`config.mk`:
```
export PLATFORM = sky130hd
export DESIGN_NAME = img_rsz_blk_sched
export DESIGN_NICKNAME = d
export VERILOG_FILES = /design/src/rtl/img_rsz_blk_sched_pkg.sv /design/src/rtl/img_rsz_blk_sched_pos.sv /design/src/rtl/img_rsz_blk_sched.sv
export SDC_FILE = /design/constraint.sdc
export NUM_CORES = 2
export LEC_CHECK = 0
export CELL_PAD_IN_SITES_DETAIL_PLACEMENT = 0
export CELL_PAD_IN_SITES_GLOBAL_PLACEMENT = 2
export CORE_ASPECT_RATIO = 0.8
export CORE_MARGIN = 1.5
export CORE_UTILIZATION = 44
export DETAILED_ROUTE_END_ITERATION = 10
export HOLD_SLACK_MARGIN = 0.15
export PLACE_DENSITY = 0.77
export SLEW_MARGIN = 25
export SYNTH_ARGS = -nofsm -noshare
export SYNTH_HDL_FRONTEND = slang
export SYNTH_HIERARCHICAL = 1
export SYNTH_SLANG_ARGS = --single-unit
```
`constraint.sdc`:
```
create_clock -name clk -period 7.9 [get_ports clk]
set_input_delay 1.58 -clock clk [delete_from_list [all_inputs] [get_ports clk]]
set_output_delay 1.58 -clock clk [all_outputs]
set_load 0.01 [all_outputs]
```
`src/rtl/img_rsz_blk_sched_pkg.sv`:
```
// rtl/img_rsz_blk_sched_pkg.sv - shared types and constants for the block-pooling resizer
package ImgRszPkg;

    localparam int PXL_PRIM_COLOR_W     = 8;
    localparam int RSZ_IMG_WIDTH_SIZE   = 32;
    localparam int RSZ_IMG_HEIGHT_SIZE  = 32;
    localparam int RSZ_IMG_WIDTH_IDX_W  = $clog2(RSZ_IMG_WIDTH_SIZE);
    localparam int RSZ_IMG_HEIGHT_IDX_W = $clog2(RSZ_IMG_HEIGHT_SIZE);
    localparam int BLK_WIDTH_MAX_SZ_W   = 5;
    localparam int BLK_HEIGHT_MAX_SZ_W  = 5;
    localparam int BW_LOG2_W            = $clog2(BLK_WIDTH_MAX_SZ_W + 1);
    localparam int BH_LOG2_W            = $clog2(BLK_HEIGHT_MAX_SZ_W + 1);
    // A full block of maximum-valued pixels never overflows this width.
    localparam int BLK_SUM_MAX_W        = PXL_PRIM_COLOR_W + BLK_WIDTH_MAX_SZ_W + BLK_HEIGHT_MAX_SZ_W;

    typedef logic [PXL_PRIM_COLOR_W-1:0] PxlPrim_t;
    typedef logic [BLK_SUM_MAX_W-1:0]    BlkVal_t;

    typedef struct packed {
        BlkVal_t r;
        BlkVal_t g;
        BlkVal_t b;
    } FcBlkVal_t;

    typedef struct packed {
        PxlPrim_t r;
        PxlPrim_t g;
        PxlPrim_t b;
    } FcRszPxlData_t;

    typedef enum logic [1:0] {IDLE, ACCUM, DRAIN} SchedState_t;

endpackage

```
`src/rtl/img_rsz_blk_sched_pos.sv`:
```
// rtl/img_rsz_blk_sched_pos.sv - raster position counters for the block scheduler
// Module img_rsz_pos_cnt.
// Ports: clk, rst_n (async active-low), clear (restart at frame origin),
//        advance (one accepted pixel), rowAdvance (next block-row),
//        bwLog2/bhLog2 (latched block size), pxCol/blkCol/pxRow/blkRow positions,
//        pxColWrap/blkColWrap/pxRowWrap (current position is the last of its range).
module img_rsz_pos_cnt
    import ImgRszPkg::*;
#(
    parameter int RSZ_W = RSZ_IMG_WIDTH_SIZE,
    parameter int RSZ_H = RSZ_IMG_HEIGHT_SIZE
) (
    input  logic                            clk,
    input  logic                            rst_n,
    input  logic                            clear,
    input  logic                            advance,
    input  logic                            rowAdvance,
    input  logic [BW_LOG2_W-1:0]            bwLog2,
    input  logic [BH_LOG2_W-1:0]            bhLog2,
    output logic [BLK_WIDTH_MAX_SZ_W-1:0]   pxCol,
    output logic [RSZ_IMG_WIDTH_IDX_W-1:0]  blkCol,
    output logic [BLK_HEIGHT_MAX_SZ_W-1:0]  pxRow,
    output logic [RSZ_IMG_HEIGHT_IDX_W-1:0] blkRow,
    output logic                            pxColWrap,
    output logic                            blkColWrap,
    output logic                            pxRowWrap
);

    // One bit wider than the counters so that 1 << max still fits before the -1.
    logic [BLK_WIDTH_MAX_SZ_W:0]  pxColLimit;
    logic [BLK_HEIGHT_MAX_SZ_W:0] pxRowLimit;

    assign pxColLimit = ((BLK_WIDTH_MAX_SZ_W+1)'(1) << bwLog2) - (BLK_WIDTH_MAX_SZ_W+1)'(1);
    assign pxRowLimit = ((BLK_HEIGHT_MAX_SZ_W+1)'(1) << bhLog2) - (BLK_HEIGHT_MAX_SZ_W+1)'(1);

    assign pxColWrap  = (pxCol == pxColLimit[BLK_WIDTH_MAX_SZ_W-1:0]);
    assign pxRowWrap  = (pxRow == pxRowLimit[BLK_HEIGHT_MAX_SZ_W-1:0]);
    assign blkColWrap = (blkCol == RSZ_IMG_WIDTH_IDX_W'(RSZ_W - 1));

    always_ff @(posedge clk or negedge rst_n) begin
        if (!rst_n) begin
            pxCol  <= '0;
            blkCol <= '0;
            pxRow  <= '0;
            blkRow <= '0;
        end else if (clear) begin
            pxCol  <= '0;
            blkCol <= '0;
            pxRow  <= '0;
            blkRow <= '0;
        end else begin
            if (advance) begin
                if (!pxColWrap) begin
                    pxCol <= pxCol + 1'b1;
                end else begin
                    pxCol <= '0;
                    if (!blkColWrap) begin
                        blkCol <= blkCol + 1'b1;
                    end else begin
                        blkCol <= '0;
                        pxRow  <= pxRowWrap ? '0 : pxRow + 1'b1;
                    end
                end
            end
            // Block-row moves only after the drain, so out_row shows the row being drained.
            if (rowAdvance) begin
                blkRow <= blkRow + 1'b1;
            end
        end
    end

endmodule

```
`src/rtl/img_rsz_blk_sched.sv`:
```
// rtl/img_rsz_blk_sched.sv - block-pooling scheduler: accumulate one block-row, then drain it
// Optional macro IMG_RSZ_MAX_POOL_EN selects max pooling instead of average pooling.
// Ports: clk, rst_n (async active-low); cfg_start/cfg_bw_log2/cfg_bh_log2 frame setup;
//        in_valid/in_ready/in_data raster pixel input; out_valid/out_ready/out_data
//        resized pixel output with out_col/out_row/out_last; busy, frame_done status.
module img_rsz_blk_sched
    import ImgRszPkg::*;
#(
    parameter int RSZ_W = RSZ_IMG_WIDTH_SIZE,
    parameter int RSZ_H = RSZ_IMG_HEIGHT_SIZE
) (
    input  logic                            clk,
    input  logic                            rst_n,
    input  logic                            cfg_start,
    input  logic [BW_LOG2_W-1:0]            cfg_bw_log2,
    input  logic [BH_LOG2_W-1:0]            cfg_bh_log2,
    input  logic                            in_valid,
    output logic                            in_ready,
    input  FcRszPxlData_t                   in_data,
    output logic                            out_valid,
    input  logic                            out_ready,
    output FcRszPxlData_t                   out_data,
    output logic [RSZ_IMG_WIDTH_IDX_W-1:0]  out_col,
    output logic [RSZ_IMG_HEIGHT_IDX_W-1:0] out_row,
    output logic                            out_last,
    output logic                            busy,
    output logic                            frame_done
);

`ifdef IMG_RSZ_MAX_POOL_EN
    typedef FcRszPxlData_t BufEntry_t;
`else
    typedef FcBlkVal_t BufEntry_t;
`endif

    localparam logic [RSZ_IMG_WIDTH_IDX_W-1:0]  LAST_COL = RSZ_IMG_WIDTH_IDX_W'(RSZ_W - 1);
    localparam logic [RSZ_IMG_HEIGHT_IDX_W-1:0] LAST_ROW = RSZ_IMG_HEIGHT_IDX_W'(RSZ_H - 1);

    SchedState_t                     state, stateNext;
    logic [BW_LOG2_W-1:0]            bwLog2Q;
    logic [BH_LOG2_W-1:0]            bhLog2Q;
    logic [RSZ_IMG_WIDTH_IDX_W-1:0]  drainIdx;
    logic [BLK_WIDTH_MAX_SZ_W-1:0]   pxCol;
    logic [RSZ_IMG_WIDTH_IDX_W-1:0]  blkCol;
    logic [BLK_HEIGHT_MAX_SZ_W-1:0]  pxRow;
    logic [RSZ_IMG_HEIGHT_IDX_W-1:0] blkRow;
    logic                            pxColWrap, blkColWrap, pxRowWrap;
    logic                            cntClear, rowAdvance, accept, drainHs, drainEnd;
    BufEntry_t                       blkBuf [RSZ_W];
    BufEntry_t                       curEntry, nextEntry, drainEntry;

    assign accept   = in_valid && in_ready;
    assign drainHs  = (state == DRAIN) && out_ready;
    assign drainEnd = drainHs && (drainIdx == LAST_COL);

    img_rsz_pos_cnt #(.RSZ_W(RSZ_W), .RSZ_H(RSZ_H)) posCnt (
        .clk       (clk),
        .rst_n     (rst_n),
        .clear     (cntClear),
        .advance   (accept),
        .rowAdvance(rowAdvance),
        .bwLog2    (bwLog2Q),
        .bhLog2    (bhLog2Q),
        .pxCol     (pxCol),
        .blkCol    (blkCol),
        .pxRow     (pxRow),
        .blkRow    (blkRow),
        .pxColWrap (pxColWrap),
        .blkColWrap(blkColWrap),
        .pxRowWrap (pxRowWrap)
    );

    always_ff @(posedge clk or negedge rst_n) begin
        if (!rst_n) begin
            state      <= IDLE;
            bwLog2Q    <= '0;
            bhLog2Q    <= '0;
            drainIdx   <= '0;
            frame_done <= 1'b0;
        end else begin
            state      <= stateNext;
            frame_done <= drainEnd && (blkRow == LAST_ROW);
            if (state == IDLE && cfg_start) begin
                bwLog2Q  <= (cfg_bw_log2 > BW_LOG2_W'(BLK_WIDTH_MAX_SZ_W))
                            ? BW_LOG2_W'(BLK_WIDTH_MAX_SZ_W) : cfg_bw_log2;
                bhLog2Q  <= (cfg_bh_log2 > BH_LOG2_W'(BLK_HEIGHT_MAX_SZ_W))
                            ? BH_LOG2_W'(BLK_HEIGHT_MAX_SZ_W) : cfg_bh_log2;
                drainIdx <= '0;
            end else if (drainHs) begin
                drainIdx <= drainEnd ? '0 : drainIdx + 1'b1;
            end
        end
    end

    always_comb begin
        stateNext  = state;
        in_ready   = 1'b0;
        out_valid  = 1'b0;
        cntClear   = 1'b0;
        rowAdvance = 1'b0;
        case (state)
            IDLE: begin
                if (cfg_start) begin
                    stateNext = ACCUM;
                    cntClear  = 1'b1;
                end
            end
            ACCUM: begin
                in_ready = 1'b1;
                if (in_valid && pxColWrap && blkColWrap && pxRowWrap) begin
                    stateNext = DRAIN;
                end
            end
            DRAIN: begin
                out_valid = 1'b1;
                if (drainEnd) begin
                    if (blkRow == LAST_ROW) begin
                        stateNext = IDLE;
                    end else begin
                        stateNext  = ACCUM;
                        rowAdvance = 1'b1;
                    end
                end
            end
            default: stateNext = IDLE;
        endcase
    end

    // The first pixel of each block (top-left) overwrites the stale entry from the previous block-row.
    always_comb begin
        curEntry = blkBuf[blkCol];
`ifdef IMG_RSZ_MAX_POOL_EN
        if (pxCol == '0 && pxRow == '0) begin
            nextEntry = in_data;
        end else begin
            nextEntry.r = (in_data.r > curEntry.r) ? in_data.r : curEntry.r;
            nextEntry.g = (in_data.g > curEntry.g) ? in_data.g : curEntry.g;
            nextEntry.b = (in_data.b > curEntry.b) ? in_data.b : curEntry.b;
        end
`else
        if (pxCol == '0 && pxRow == '0) begin
            nextEntry.r = BlkVal_t'(in_data.r);
            nextEntry.g = BlkVal_t'(in_data.g);
            nextEntry.b = BlkVal_t'(in_data.b);
        end else begin
            nextEntry.r = curEntry.r + BlkVal_t'(in_data.r);
            nextEntry.g = curEntry.g + BlkVal_t'(in_data.g);
            nextEntry.b = curEntry.b + BlkVal_t'(in_data.b);
        end
`endif
    end

    always_ff @(posedge clk or negedge rst_n) begin
        if (!rst_n) begin
            for (int i = 0; i < RSZ_W; i++) begin
                blkBuf[i] <= '0;
            end
        end else if (accept) begin
            blkBuf[blkCol] <= nextEntry;
        end
    end

`ifdef IMG_RSZ_MAX_POOL_EN
    always_comb begin
        drainEntry = blkBuf[drainIdx];
        out_data   = drainEntry;
    end
`else
    logic [BW_LOG2_W:0] shiftAmt;
    assign shiftAmt = {1'b0, bwLog2Q} + {1'b0, bhLog2Q};

    always_comb begin
        drainEntry = blkBuf[drainIdx];
        out_data.r = PxlPrim_t'(drainEntry.r >> shiftAmt);
        out_data.g = PxlPrim_t'(drainEntry.g >> shiftAmt);
        out_data.b = PxlPrim_t'(drainEntry.b >> shiftAmt);
    end
`endif

    assign out_col  = drainIdx;
    assign out_row  = blkRow;
    assign out_last = (state == DRAIN) && (drainIdx == LAST_COL) && (blkRow == LAST_ROW);
    assign busy     = (state != IDLE);

endmodule

```
==> results.txt <==
Outcome - completed
RR Startpoint - posCnt/blkCol[1]
P&R area growth vs syn - 11.0%
# setup viols final - 0
Unrepaired setup endpoints after global routing - false
Most frequent CP cell - mux4_2
CORE AREA - 0.212 mm2
Peak supply drop - 0.000307 V
Critical-path maximum fanout - 41
FFs w/ async S/R, synth - 100%
Setup ws final - 0.333 ns
Pwr dens - 281 mW/mm2
Global route overflow - 0
CTS sink count - 1,762
CP endpoint kind - output pin
Post-Layout Cell Count - 11,300
Clock buffer depth - 4
Synth Cell Area - 0.0937 mm2
WL per Instance - 34.3 um
Maximum clock frequency - 132 MHz
Post-route cell area - 0.104 mm2
Initial antenna violation count - 16
CP arrival - 5.99 ns
Final period utilization - 95.8%
Tightest Hold Check Type - flip-flop to flip-flop
Via count - 74,700
DRC - 0
Post-synthesis cell type count - 93
Final HPWL DP - 231 mm
First drt pass iteration count - 8
Critical path's largest stage delay - 1.11 ns
Most frequent cell after synthesis - nand2_1
Share of the synthesized area in the top cell type - 47.1%
Routability cong. - 0.968
Worst Hold Depth - 2
Avg Inst Size Synth - 10.9 um2
Clk Latency, worst-skew pair - 0.92 ns
Setup bufs post-CTS - 0
Vias in the first global route - 71,500
Port Buffers - 73
Synth Flop Type - dfrtp_1
Post-synth top cells - nand2_1 (1,902), dfrtp_1 (1,762), o21ai_0 (1,645), mux4_2 (797), clkbuf_1 (618)
Final Slew Violations - 0
Worst slew pin tran - 1.21 ns
EDFF count, synth - 0
Final #Nets - 8,366
HP Start - blkBuf[922]
Routed vias/inst - 6.62
Mapped Nets - 8,693
Yosys warns - 6
Clock slew at reported path FFs - 0.06 ns
Cts bufs inserted - 200
Synthesis-stage register bit count - 1,762
Hold_ws - 0.494 ns
Reg2Reg Capture Point - blkBuf[1473]
CTS Hold Bufs - 0
I/O pin count - 74
Layout cells sized above 1 - 19.3%
Fin Setup TNS - 0 ns
# resized after CTS - 0
Hold path endpoint - blkBuf[922]
MaxCap Viol Count - 0
Slew HR - 19.2%
Die Ht - 416 um
Placed Cells incl. Taps - 10,900
DRT iter0 DRCs - 9,338
Area contributors post-synth - dfrtp_1 (47%), mux4_2 (19%), o21ai_0 (8.8%), nand2_1 (7.6%), clkbuf_1 (2.5%)
Fin Clk Skew - 0.0529 ns
Worst path bufs/invs - 3
Antenna Nets Post-Route - 0
All-Layer GR Usage - 35.8%
Leak Pwr - 41.8 nW
Slowest-stage cell, CP - dfrtp_4
CP required - 6.32 ns
Synth Instances - 8,620
H-Tree Depth - 4
Largest net degree at the start of global routing - 169
CP Class - flip-flop to output pin
First-pass GRT wire length - 554 mm
Placed cell area - 0.0971 mm2
CP cell instances - buf_12 > mux4_2 > mux2i_1 > mux4_2 > nor2_1 > nor4_1 > nand2_1 > nand3_1 > o211ai_1 > clkbuf_4 > clkdlybuf4s50_1
Die footprint - 0.216 mm2
Core Rows - 151
Die extent in x - 519 um
CTS Root Buffer Type - clkbuf_16
Routed WL - 388 mm
R2R cell count - 12
Cell taking the most area after synthesis - dfrtp_1
Period minus WS final - 7.57 ns
CP Launch Type - flip-flop
CTS tree - yes
Sequential share of the synthesized area - 47.1%
Final hold violations - 0
Pre-CTS setup slack - 1.24 ns
Initial Util - 44.3%
Crit path max-delay family - multiplexers
Reg2Reg Setup Slack - 1.48 ns
## area by class of cell
class                   instances  area, um2
fillers                     19100     108000
multi-input cells            5947      46100
flip-flops and latches       1762      44100
clock buffers                 299       5990
well taps                    2830       3540
repair buffers                346       3330
clock inverters                59        822
inverters                      36        138
diodes                          6       15.0
## per-stage QoR
stage	util [%]	total power, W
floorplan	-	0.0148
global placement	45.8	0.0191
detailed placement	45.9	0.0192
CTS	49.1	0.0290
global route	49.1	0.0300
finish	49.2	0.0292
## state kept, by name, summed over array words and instances, names as in the netlist
register	cells
bhLog2Q	3
blkBuf	1728
bwLog2Q	3
frame_done	1
out_col	5
posCnt/blkCol	5
posCnt/blkRow	5
posCnt/pxCol	5
posCnt/pxRow	5
state	2
## metal layers
| metal | GRT usage, % | wire length [um] | up-vias |
|---|---|---|---|
| li1 | - | - | 31000 |
| met1 | 51.2 | 163000 | 38700 |
| met2 | 51.3 | 165000 | 4035 |
| met3 | 9.66 | 40600 | 929 |
| met4 | 15.2 | 19400 | 10 |
| met5 | 0 | 72 | - |
## layout by cell type (no fill, tap or decap), types with 33 or more instances in the layout
master | synthesis | routed
mux4_2 | 797 | 797
o21ai_1 | 57 | 67
dfrtp_1 | 1762 | 1755
clkbuf_8 | 0 | 55
nand2_1 | 1902 | 1868
o31ai_1 | 39 | 39
a22oi_1 | 286 | 286
a22o_1 | 41 | 41
buf_4 | 38 | 226
ha_1 | 34 | 33
nand4_1 | 56 | 56
clkbuf_1 | 618 | 41
nand3_1 | 76 | 65
o22ai_1 | 57 | 57
clkdlybuf4s50_1 | 0 | 72
a21oi_1 | 105 | 101
nor2_1 | 125 | 119
o21ai_0 | 1645 | 1633
o221ai_1 | 72 | 72
o21ai_2 | 78 | 78
mux2i_1 | 207 | 197
buf_12 | 4 | 39
clkbuf_16 | 0 | 203
## worst max path at each step
stage / slack, ns / to / cells past startpoint / start
floorplan: 2.46 / blkBuf[1180] / 23 / posCnt/blkCol[0]
global placement: 1.22 / out_data[1] / 11 / out_col[0]
detailed placement: 1.24 / out_data[1] / 11 / out_col[0]
CTS: 0.29 / out_data[1] / 11 / out_col[0]
global route: 0.23 / out_data[14] / 10 / out_col[0]
finish: 0.33 / out_data[1] / 11 / out_col[0]
## worst register-to-register path, cell delays in order, from the launching register on
cell,delay (ns)
dfrtp_4,0.88
buf_4,0.78
mux4_2,0.46
a22oi_1,0.33
nand4_1,0.27
ha_1,0.40
a21oi_1,0.13
o21ai_0,0.61
a21boi_0,0.37
nor4_1,0.89
xor2_1,0.16
nand2_1,0.76
o21ai_0,0.23
## power by group
group / internal [W] / switching [W]
Clock: 0.00581 / 0.00407
Sequential: 0.00920 / 0.000287
Combinational: 0.00277 / 0.00711
## cell families (layout without fill, tap and decap cells)
group,after synthesis,in the layout,share of synthesized area (%)
compound gates,2538,2538,15.9
xor+xnor,39,39,0.381
fa+ha+maj,38,38,0.539
buf+inv,911,740,4.52
flops,1762,1762,47.1
mux,1021,1021,21.6
other cells,0,6,0
simple gates,2311,2311,10.1
No activity file was read; power rests on OpenSTA's default activity.
